`src/rtl/indication_pipe_arbiter.sv`:
```
// rtl/indication_pipe_arbiter.sv - round-robin arbiter sharing one indication pipe among NREQ sources
//
// Purpose:
//   Each source owns a one-entry holding slot. Occupied slots are drained onto
//   the single outbound pipe in rotating order, one beat per cycle, and every
//   beat carries the index of the source it came from. Message words are passed
//   through untouched.
//
// Ports:
//   CLK, nRST            clock (rising edge), asynchronous active-low reset
//   in_enq_ena/_v        per-source enqueue strobe and message (source i at [i*WIDTH +: WIDTH])
//   in_enq_rdy           per-source slot free (0 while in reset)
//   pipe_enq_ena/_v      outbound beat strobe and message
//   pipe_enq_src         source index of the outbound message
//   pipe_enq_rdy         outbound pipe can accept
//   stat_clear           synchronous clear of the per-source beat counters
//   stat_count           per-source forwarded-beat counters, 16 bits each
//
// Optional feature macro: INDARB_STATS_EN adds stat_clear / stat_count and the
// counters behind them; without it those ports and the counters do not exist.

module indication_pipe_arbiter #(
  parameter int NREQ  = 4,
  parameter int WIDTH = 96,
  parameter int SRCW  = 2
) (
  input  logic                  CLK,
  input  logic                  nRST,
  input  logic [NREQ-1:0]       in_enq_ena,
  input  logic [NREQ*WIDTH-1:0] in_enq_v,
  output logic [NREQ-1:0]       in_enq_rdy,
  output logic                  pipe_enq_ena,
  output logic [WIDTH-1:0]      pipe_enq_v,
  output logic [SRCW-1:0]       pipe_enq_src,
  input  logic                  pipe_enq_rdy
`ifdef INDARB_STATS_EN
  ,
  input  logic                  stat_clear,
  output logic [NREQ*16-1:0]    stat_count
`endif
);

  logic [NREQ-1:0]  valid_q, valid_d;
  logic [WIDTH-1:0] slot_q [NREQ];
  logic [SRCW-1:0]  ptr_q, ptr_d;
  logic [SRCW-1:0]  grant;
  logic [SRCW-1:0]  scan_idx;
  logic             found;
  logic             any_valid;
  logic             fire;
  logic [NREQ-1:0]  enq_acc;

  assign any_valid = |valid_q;
  assign fire      = any_valid & pipe_enq_rdy;

  // ENA on an occupied slot is a source protocol error and is simply dropped.
  assign enq_acc    = in_enq_ena & ~valid_q;
  assign in_enq_rdy = nRST ? ~valid_q : '0;

  // First occupied slot at or after the pointer, wrapping modulo NREQ.
  always_comb begin
    grant    = '0;
    found    = 1'b0;
    scan_idx = '0;
    for (int k = 0; k < NREQ; k++) begin
      scan_idx = SRCW'((int'(ptr_q) + k) % NREQ);
      if (!found && valid_q[scan_idx]) begin
        found = 1'b1;
        grant = scan_idx;
      end
    end
  end

  assign pipe_enq_ena = fire;
  assign pipe_enq_v   = any_valid ? slot_q[grant] : '0;
  assign pipe_enq_src = any_valid ? grant : '0;

  // A draining slot is never the one being refilled (its RDY is low), so the
  // set and clear below never collide on the same bit.
  always_comb begin
    valid_d = valid_q | enq_acc;
    ptr_d   = ptr_q;
    if (fire) begin
      valid_d[grant] = 1'b0;
      ptr_d          = (grant == SRCW'(NREQ - 1)) ? '0 : grant + SRCW'(1);
    end
  end

  always_ff @(posedge CLK or negedge nRST) begin
    if (!nRST) begin
      valid_q <= '0;
      ptr_q   <= '0;
      for (int i = 0; i < NREQ; i++) begin
        slot_q[i] <= '0;
      end
    end else begin
      valid_q <= valid_d;
      ptr_q   <= ptr_d;
      for (int i = 0; i < NREQ; i++) begin
        if (enq_acc[i]) begin
          slot_q[i] <= in_enq_v[i*WIDTH +: WIDTH];
        end
      end
    end
  end

`ifdef INDARB_STATS_EN
  logic [15:0] cnt_q [NREQ];

  // Clear takes priority over a same-cycle drain; counters wrap naturally.
  always_ff @(posedge CLK or negedge nRST) begin
    if (!nRST) begin
      for (int i = 0; i < NREQ; i++) begin
        cnt_q[i] <= '0;
      end
    end else if (stat_clear) begin
      for (int i = 0; i < NREQ; i++) begin
        cnt_q[i] <= '0;
      end
    end else if (fire) begin
      cnt_q[grant] <= cnt_q[grant] + 16'd1;
    end
  end

  for (genvar gi = 0; gi < NREQ; gi++) begin : g_stat
    assign stat_count[gi*16 +: 16] = cnt_q[gi];
  end
`endif

endmodule

```
`config.mk`:
```
export PLATFORM = sky130hd
export DESIGN_NAME = indication_pipe_arbiter
export DESIGN_NICKNAME = d
export VERILOG_FILES = /design/src/rtl/indication_pipe_arbiter.sv
export SDC_FILE = /design/constraint.sdc
export NUM_CORES = 1
export LEC_CHECK = 0
export BUFFER_PORTS_ARGS = -buffer_cell sky130_fd_sc_hd__buf_2
export CAP_MARGIN = 40
export CORE_AREA = 3 3 190 192
export DETAILED_ROUTE_END_ITERATION = 8
export DIE_AREA = 0 0 193 195
export PLACE_DENSITY_LB_ADDON = 0.25
export REMOVE_ABC_BUFFERS = 1
export SETUP_SLACK_MARGIN = 0.1
export SLEW_MARGIN = 20
export SYNTH_ARGS = -nofsm -noshare
export SYNTH_HDL_FRONTEND = slang
export SYNTH_SLANG_ARGS = --single-unit
```
`constraint.sdc`:
```
create_clock -name CLK -period 5.35 [get_ports CLK]
set_input_delay 1.07 -clock CLK [delete_from_list [all_inputs] [get_ports CLK]]
set_output_delay 1.07 -clock CLK [all_outputs]
set_load 0.005 [all_outputs]
```
==> results.md, run 1 <==
- DRC viols: 0
- Max-slew violations: 0
- DR pass1 iterations: 5
- Synth Area in Adders: 0.07156%
- I/O Buffers: between 400 and 500
- DIE HEIGHT: 195 um
- Worst path arrival time: 3160 ps
- Clock transition at the registers of the reported paths: roughly 60 ps
- Worst setup EP type: primary output
- Logic gate share of total power: 47.0%
- Post-CTS Hold Buffers: 0
- Core ar.: 34,540 um2
- Post-synthesis sequential area ratio: 55.81%
- Reg2Reg Depth: 6
- Vias in the first global route: 12,840
- Post-Synth XOR/XNOR Area: 0%
- Total GRT Usage: 24.46%
- Proportion of layout cells with a drive suffix above 1: between 50% and 60%
- Cell row count: 68
- Reg power frac: 34.5%
- Syn Area/Cell: 14.64 um2
- Cell leakage power: between 10 and 15 nW
- CTS sink count: about 400
- Initial antenna violation count: 35
- Gr ovfl total: 0
- Final Cycle Share: 79.03%
- Final clock skew: 11.95 ps
- Int Pwr: 9.936 mW
- Total Wirelength: 47,550 um
- Post-cts resize count: 0
- DR vias: ~12,000
- Status: complete, no violations
- Vias/cell: ~5.5
- Critical Path RT: 4280 ps
- Max cap viols: 0
- # fillers: around 2,800
- Unrepaired setup endpoints after global routing: false
- P&R area growth vs syn: 24.25%
- Final net count: ~2,100
- CTS tree: yes
- Power density over the cells: slightly above 700 nW/um2
- Post-Synth Simple-Gate Area: 0.6011%
- CP startpoint kind: flop
- Fmax: 0.2365 GHz
- Critical path peak fanout: 87
- CTS root buf: clkbuf_16
- First-pass GRT wire length: 71,760 um
- Combinational family with the most area after synthesis: multiplexers
- Worst r2r src: valid_q[3]
- Die X: 193 um
- Compound-Gate Fraction of Synth Area: under 10%
- Num CTS Buffers: 42
- Dpl hpwl: 32,510 um
- Largest net degree at the start of global routing: 137
- Pre-CTS setup slack: 1712 ps
- Worst rel slew slack: 49.24%
- Switching Fraction: 35.33%
- Final setup viols: 0
- Worst slew pin tran: 761.4 ps
- Critical R2R Capture: ptr_q[1]
- Initial core utilization: between 50 and 60%
- Min Tclk post-route: 4228 ps
- Flop2flop setup slack: roughly 2800 ps
- Yosys warning count: 0
- Synthesized area: roughly 17,000 um2
- Worst min path class: in2async
- Dpl cells: 2,074
- Synth Instances: 1,194
- Yosys reg bits: 390
- Initial DRC count: 415
- Post-CTS Setup Repair Bufs: 0
- Clock latency at the later pin of the worst-skew pair: 530 ps
- Setup crit end: pipe_enq_v[52]
- NetSw: 5.427 mW
- Clk buf depth: 3
- Worst setup path class: reg2out
- Die area: 37,640 um2
- Clock Power Share: 18.4%
- Final hold vios: 0
- Antenna Nets Post-Route: 0
- Mux share of post-synthesis cell area: 35.78%
- Num ports: 494
- Routed WL per cell: 21.86 um
- Most common cell after layout, fill and taps aside: buf_2
- Worst setup path start: valid_q[3]
- Worst setup margin: 1122 ps
- Layout Cells excl Fill: roughly 2,200
- VDD IR max: 0.6679 mV
- Commonest cells after routing, fill and taps aside: buf_2 (492), dfrtp_1 (390), mux2_2 (384)
- Gpl congestion: 0.8051
- Cell variety after synth: 30
- H-tree levels: 2
## flip-flops by register name, summed over array words and instances (netlist names)
name / flops
ptr_q: 2
slot_q: 384
valid_q: 4
## power by group through the flow
stage,sequential (mW),clock (mW),combinational [mW]
after floorplan,5.05,0,4.39
after global placement,5.25,0,7.11
after detailed placement,5.34,0,7.24
after CTS,5.29,2.89,7.28
after global routing,5.48,3.01,7.85
final,5.31,2.83,7.23
## metal layers
metal / vias up / global-route usage (%) / part of all wire (%)
met1: 6020 / 29.02 / 38
met5: - / 0 / 0.29
li1: 5353 / - / -
met3: 112 / 8.330 / 8.7
met4: 20 / 9.108 / 3.4
met2: 390 / 41.23 / 49
## stage by stage
step | instance area (um2) | utilization [%] | hold slack, ps | setup TNS, ps | total power [mW]
floorplan | 16850 | - | 480.2 | -1174650 | 9.436
global placement | 20190 | 58.44 | 487.1 | 0 | 12.36
detailed placement | 20270 | 58.68 | 494.5 | 0 | 12.58
CTS | 21640 | 62.63 | 470.3 | 0 | 15.46
global route | 21710 | 62.85 | 483.7 | 0 | 16.34
finish | 21730 | 62.89 | 454.0 | 0 | 15.36
## critical path: stages, from the launching register on
cell and delay (ps):
dfrtp_1 580, mux2i_1 230, a221oi_4 510, buf_12 460, mux2i_1 350, o22ai_1 120
buf_2 170
## synth_stat cells (all sizes together)
cell    instances  share of area, %
dfrtp         390                56
mux2          384                25
mux2i         193                11
o22ai          97               3.5
buf            51               2.7
clkbuf         40              0.94
nor2b           8              0.29
nor2            6              0.13
a21oi           5              0.14
inv             4             0.086
nand2           3             0.064
a221oi          2              0.14
o21ai           2             0.057
a21bo           1             0.057
a21o            1             0.043
a31oi           1             0.036
and2b           1             0.043
ha              1             0.072
nand2b          1             0.036
nand3b          1             0.043
o31ai           1             0.043
o41ai           1             0.050
## cells by family (layout without fill, tap and decap cells)
logic type,after synthesis,after routing
other cells,0,25
mux,577,577
compound gates,111,111
buf+inv,95,596
simple gates,20,20
flops,390,390
fa+ha+maj,1,1
## layout make-up
cell class | instances | area [um2] | area share (%)
diodes | 25 | 62.56 | 0.2880
clock buffers | 66 | 1315 | 6.053
clock inverters | 9 | 51.30 | 0.2361
inverters | 4 | 15.01 | 0.06911
multi-input cells | 709 | 7141 | 32.87
flip-flops and latches | 390 | 9759 | 44.92
well taps | 455 | 569.3 | 2.620
repair buffers | 517 | 2813 | 12.95
## worst min path at each step
stage                   to   startpoint
3_5_place_dp   slot_q[304]  slot_q[304]
4_1_cts        slot_q[154]         nRST
2_1_floorplan  slot_q[288]  slot_q[288]
6_report       slot_q[199]         nRST
3_3_place_gp   slot_q[170]  slot_q[170]
5_1_grt        slot_q[154]         nRST
Note: power is estimated with default switching activity, not from simulation.
==> run 2: changes to the inputs <==
- ABC_AREA: unset -> 1
- CORE_AREA: 3 3 190 192 -> unset
- CORE_MARGIN: unset -> 3
- CORE_UTILIZATION: unset -> 53
- DIE_AREA: 0 0 193 195 -> unset
- clock period: 5.35 -> 4.2 ns (I/O delays scaled with it)
==> run 2 against run 1 <==
  * Clock skew fell by 2.2 ps
  * Core utilization rose by 4.8 points
  * Combinational power rose by 110%
  * Synthesized cell count rose by 82%
  * Synthesized area rose by 7.4%
==> results.md, run 2 <==
- Status: complete, no violations
- Routed WL per cell: 21.03 um
- Num ports: approximately 500
- Placed inst area: 21,570 um2
- Multi-input combinational cell area: about 7700 um2
- Synth Instances: roughly 2,200
- Dpl cells: 2,987
- Worst setup path class: reg2out
- Initial antenna violation count: 62
- Fin util: around 68%
- Fmax: 0.2514 GHz
- Clk buf depth: 3
- Largest register FFs: 384
- Cell row count: 68
- Reg with most FFs: slot_q
- DIE HEIGHT: 194.3 um
- Gr ovfl total: 0
- Final setup viols: 0
- Total Wirelength: between 60,000 and 70,000 um
- Worst setup EP type: primary output
- Dpl hpwl: approximately 38,000 um
- Yosys warning count: 0
- Yosys top cell area share: approximately half
- DRC viols: 0
- Core ar.: approximately 35,000 um2
- Worst path arrival time: 3140 ps
- Leading area contributor after synthesis: dfrtp_1
- CP startpoint kind: flop
- Total GRT Usage: 30.91%
- Cell leakage power: 12.51 nW
- Critical path peak fanout: 25
- Initial core utilization: 54.11%
- Worst slew pin tran: 841.2 ps
- Num CTS Buffers: 43
- Layout Cells excl Fill: 3,137
- Proportion of layout cells with a drive suffix above 1: between 30% and 40%
- Initial DRC count: 1,407
- Post-synth top flop: dfrtp_1
- Power density over the cells: 1082 nW/um2
- Unrepaired setup endpoints after global routing: true
- Area occupied by registers: around 9800 um2
- Post-CTS Hold Buffers: 0
- Vias in the first global route: 17,620
- DR pass1 iterations: 5
- Reg2Reg Depth: 14
- Largest net degree at the start of global routing: 149
- Max-slew violations: 0
- Worst path slowest cell: dfrtp_2
- Most common cell after layout, fill and taps aside: buf_2
- First-pass GRT wire length: 94,010 um
- Final hold vios: 0
- Cell variety after synth: 23
- DR vias: around 18,000
- Critical Path RT: 3360 ps
- Post-synthesis sequential area ratio: 51.96%
- Largest stage delay, worst path: 500 ps
- Syn Area/Cell: slightly below 9 um2
- Final instance area: 23,510 um2
- VDD IR max: 0.6569 mV
- Die X: 194.3 um
- Most frequent cells after synthesis: nand2_1 (424), dfrtp_1 (390), nand3_1 (389), nor2_1 (203), inv_1 (201)
- Final clock skew: 9.730 ps
- Final net count: roughly 3,000
- Max cap viols: 0
- Yosys reg bits: 390
- Clock transition at the registers of the reported paths: 60 ps
- Worst min path class: in2async
- Biggest regs: slot_q x384, valid_q x4, ptr_q x2
- Final Cycle Share: a little over nine tenths
- CP cell instances: inv_2 -> nand2_1 -> nand3_1 -> nand2_1 -> nand2_1 -> inv_2 -> nand2_2 -> nor2_1 -> nor2_4 -> buf_6 -> nand3_1 -> nand2_1 -> buf_2
- # fillers: between 2,000 and 3,000
- Gpl congestion: 0.8928
- I/O Buffers: 493
- Clock latency at the later pin of the worst-skew pair: ~540 ps
- Vias/cell: 5.654
- EDFF count, synth: 0
- CTS root buf: clkbuf_16
- Synthesized area: 18,780 um2
- Ranking of synthesized cells by area: dfrtp_1 (52%), mux2_2 (12%), nand3_1 (10%), nand2_1 (8.5%), a21oi_1 (5.1%)
- Ys async rst share: 100.0%
- Hold slack final: 243.2 ps
- CTS sink count: 390
- Flop2flop setup slack: 1430 ps
- Top-count cell post-synth: nand2_1
- Commonest cells after routing, fill and taps aside: buf_2 (492), nand2_1 (420), nand3_1 (389), dfrtp_1 (389), nor2_1 (202)
- Die area: around 38,000 um2
- CTS tree: yes
- H-tree levels: 2
- P&R area growth vs syn: 25.15%
- Antenna Nets Post-Route: 0
- Setup Total Neg Slack: 0 ps
- Worst rel slew slack: 43.92%
- Min Tclk post-route: 3977 ps
- CP dominant cell by count: nand2_1
==> run 2: cell count changes after synthesis, sizes merged, moves of 4 or more <==
cell / previous run / this run
nor2b: 8 / 0
a21oi: 5 / 193
nor2: 6 / 204
nand2: 3 / 428
mux2: 384 / 192
clkbuf: 40 / 75
inv: 4 / 205
o22ai: 97 / 0
buf: 51 / 79
nand3: 0 / 391
o21ai: 2 / 6
mux2i: 193 / 0
==> run 2: path summary, 6_finish.rpt <==
check                            startpoint              to
worst max register to register     ptr_q[0]        ptr_q[1]
worst min-delay path                   nRST      slot_q[12]
max in group asynchronous              nRST     slot_q[373]
worst max-delay path               ptr_q[0]  pipe_enq_v[74]
worst min register to register  slot_q[236]     slot_q[236]
min in group CLK                slot_q[236]     slot_q[236]
==> run 2: worst max-delay path, delay by kind of cell, from the launching register on <==
family / cells / cell delay, ps
flip-flops: 1 / 500
buffers and inverters: 4 / 750
AND/OR/NAND/NOR: 9 / 1330
==> run 2: logic make-up (layout without fill, tap and decap cells) <==
kind of cell / count (synthesis) / in the layout / synth area share (%)
AO/OA/AOI/OAI: 200 / 200 / 5.429
adder cells (fa/ha/maj): 1 / 1 / 0.06660
buffers and inverters: 361 / 820 / 7.794
flip-flops: 390 / 390 / 51.96
multiplexers: 192 / 192 / 11.51
other: 0 / 50 / 0
AND/OR/NAND/NOR: 1025 / 1029 / 23.24
==> run 2: final cells by class <==
type                    count  area share [%]
multi-input cells        1422           32.73
clock buffers              63           5.376
diodes                     50          0.5323
clock inverters            12          0.6813
flip-flops and latches    390           41.52
repair inverters            2         0.07452
well taps                 455           2.422
inverters                 207           3.364
repair buffers            536           13.30
==> run 2: metal layers <==
layer,GRT usage [%],part of all wire [%],vias up,routed length [um]
li1,-,-,7948,-
met1,39.13,38,8531,24810
met2,49.60,48,993,31520
met3,7.524,9.8,237,6474
met4,16.14,4.5,28,2992
met5,0,0.28,-,186
==> run 2: power by group <==
| part | leakage, nW | switching, mW | internal, mW | total (mW) |
|---|---|---|---|---|
| combinational | 7.40 | 9.41 | 5.77 | 15.2 |
| clock | 0.706 | 1.53 | 2.32 | 3.85 |
| sequential | 4.41 | 0.786 | 5.62 | 6.41 |
| total | 12.5 | 11.7 | 13.7 | 25.4 |
==> run 2: through the flow <==
step	total power, mW	setup slack, ps
2_1_floorplan	13.61	-3073
3_3_place_gp	19.58	639.3
3_5_place_dp	19.91	501.3
4_1_cts	23.90	121.4
5_1_grt	27.17	89.87
6_report	25.43	222.9
==> run 2: what timing repair did <==
item,CTS,global route
gates resized for setup,4,18
pin swaps,0,5
cloned,0,15
buffers inserted,0,10
setup endpoints to repair,90,86
==> run 3: changes to the inputs <==
- ABC_AREA: 1 -> 0
- CORE_AREA: unset -> 3 3 192 194
- CORE_MARGIN: 3 -> unset
- CORE_UTILIZATION: 53 -> unset
- DIE_AREA: unset -> 0 0 195 197
==> run 3 against run 2 <==
  * Via count shrank 33%
  * Global-route usage shrank 6.9 points
  * Worst setup slack improved by 140 ps
  * Clock skew up 9.8 ps
  * Wire length decreased by 28%
  * Count of clock-buffer cells in the layout grew 5
  * Final area shrank 7.6%
  * Cell count shrank 31%
  * Non-clock buffer count down 19
==> results.md, run 3 (same netlist as run 1, synthesis figures left out) <==
- P&R area growth vs syn: 24.16%
- Fin util: roughly three fifths
- Initial DRC count: ~500
- Die X: 195 um
- Worst setup EP type: primary output
- Die area: 38,420 um2
- Vias in the first global route: 12,620
- Final Cycle Share: a little over 90%
- Status: complete, no violations
- Final net count: 2,057
- Post-CTS Setup Repair Bufs: 0
- Post-cts resize count: 0
- Worst slew pin tran: 854.5 ps
- Switching Fraction: between 30 and 40%
- # fillers: 2,871
- Core ar.: 35,400 um2
- Worst r2r src: valid_q[3]
- Proportion of layout cells with a drive suffix above 1: 57.22%
- DRC viols: 0
- Clock latency at the later pin of the worst-skew pair: ~550 ps
- VDD IR max: 0.9286 mV
- Worst path arrival time: 3000 ps
- Placed inst area: 20,220 um2
- Largest register FFs: between 300 and 400
- CTS root buf: clkbuf_16
- DIE HEIGHT: around 200 um
- Worst path slowest cell: dfrtp_1
- Reg with most FFs: slot_q
- Final setup viols: 0
- Vias/cell: 5.475
- Clock transition at the registers of the reported paths: 60 ps
- Critical R2R Capture: ptr_q[1]
- Antenna Nets Post-Route: 0
- H-tree levels: 2
- Unrepaired setup endpoints after global routing: false
- NetSw: 6.971 mW
- Clock Power Share: 18.6%
- Gr ovfl total: 0
- Critical path peak fanout: between 80 and 90
- Largest net degree at the start of global routing: roughly 130
- Max-slew violations: 0
- CTS sink count: 390
- CP cell instances: mux2i_1 -> a221oi_4 -> buf_12 -> mux2i_1 -> o22ai_1 -> buf_2
- Cell leakage power: approximately 10 nW
- Worst rel slew slack: between 40% and 50%
- Dpl hpwl: 32,110 um
- Num CTS Buffers: 43
- Initial core utilization: 49.40%
- DR vias: 11,930
- Worst setup path start: valid_q[3]
- Area occupied by registers: just under 10,000 um2
- Setup crit end: pipe_enq_v[24]
- Gpl congestion: slightly above 0.8
- Final instance area: 21,710 um2
- Power density over the cells: 907.2 nW/um2
- I/O Buffers: 493
- Total GRT Usage: 24.00%
- Cell row count: between 60 and 70
- Biggest regs: slot_q x384, valid_q x4, ptr_q x2
- Worst min path class: in2async
- Final hold vios: 0
- Most common cell after layout, fill and taps aside: buf_2
- Int Pwr: between 10 and 15 mW
- Logic gate share of total power: 47.1%
- Fmax: 0.2604 GHz
- Min Tclk post-route: 3841 ps
- Initial antenna violation count: 28
- Setup Total Neg Slack: 0 ps
- Largest stage delay, worst path: 580 ps
- Post-CTS Hold Buffers: 0
- Reg2Reg Depth: 8
- Reg power frac: 34.3%
- CTS tree: yes
- Final clock skew: 19.54 ps
- Total Wirelength: about 48,000 um
- Flop2flop setup slack: 1990 ps
- Hold slack final: 152.6 ps
- Commonest cells after routing, fill and taps aside: buf_2 (492), dfrtp_1 (390), mux2_2 (384)
- Critical Path RT: 3360 ps
- First-pass GRT wire length: 71,990 um
- CP dominant cell by count: mux2i_1
- Routed WL per cell: 21.90 um
- Worst setup path class: reg2out
- CP startpoint kind: flop
- Max cap viols: 0
- Multi-input combinational cell area: 7141 um2
- Clk buf depth: 3
- DR pass1 iterations: 4
- Num ports: 494
-- run 3: cell types whose count changed in the layout (fill, tap and decap cells not counted), moves of 7 or more --
cell,previous run,this run
nand3_1,389,0
diode_2,50,21
a21oi_1,193,5
mux2_2,192,384
o22ai_1,0,96
nor2_1,202,6
nand2_4,8,0
nand2_1,420,3
mux2i_1,0,193
inv_1,201,4
clkbuf_16,52,45
-- run 3: area by class of cell --
type	count	area share (%)
Inverter	4	0.06916
Multi-Input combinational cell	709	32.89
Clock inverter	9	0.3573
Sequential cell	390	44.95
Antenna cell	21	0.2421
Timing Repair Buffer	517	12.83
Clock buffer	68	6.000
Tap cell	461	2.657
-- run 3: worst min-delay path by stage --
stage | from | to | slack [ps] | cells past startpoint
after floorplan | slot_q[288] | slot_q[288] | 480 | 1
after global placement | slot_q[367] | slot_q[367] | 490 | 1
after detailed placement | slot_q[364] | slot_q[364] | 490 | 1
after CTS | nRST | slot_q[327] | 130 | 1
after global routing | nRST | slot_q[231] | 150 | 1
final | nRST | slot_q[231] | 150 | 1
-- run 3: worst max-delay path, delay by kind of cell, from the launching register on --
family,cells,cell delay (ps)
flip-flops,1,580
buffers and inverters,2,620
multiplexers,2,520
AO/OA/AOI/OAI,2,560
-- run 3: through the flow --
step / power (mW) / std cells / worst slack (ps)
floorplan: 11.49 / 1103 / -10200
CTS: 19.81 / 2156 / 353.0
detailed placement: 16.08 / 2079 / 936.1
global placement: 15.79 / 2079 / 986.6
finish: 19.69 / 2179 / 359.4
global route: 20.88 / 2176 / 227.0
-- run 3: metal layers --
layer	up-vias	global-route usage, %	wire length [um]
li1	5351	-	-
met1	6066	29.38	19110
met4	16	10.27	1667
met2	391	39.66	23240
met5	-	0	74
met3	105	7.470	3645
-- run 3: power by group through the flow --
| stage | Sequential, mW | Combinational (mW) | Clock, mW |
|---|---|---|---|
| global placement | 6.70 | 9.10 | 0 |
| floorplan | 6.41 | 5.08 | 0 |
| CTS | 6.74 | 9.33 | 3.75 |
| detailed placement | 6.79 | 9.29 | 0 |
| global route | 6.99 | 10.0 | 3.89 |
| finish | 6.75 | 9.27 | 3.67 |
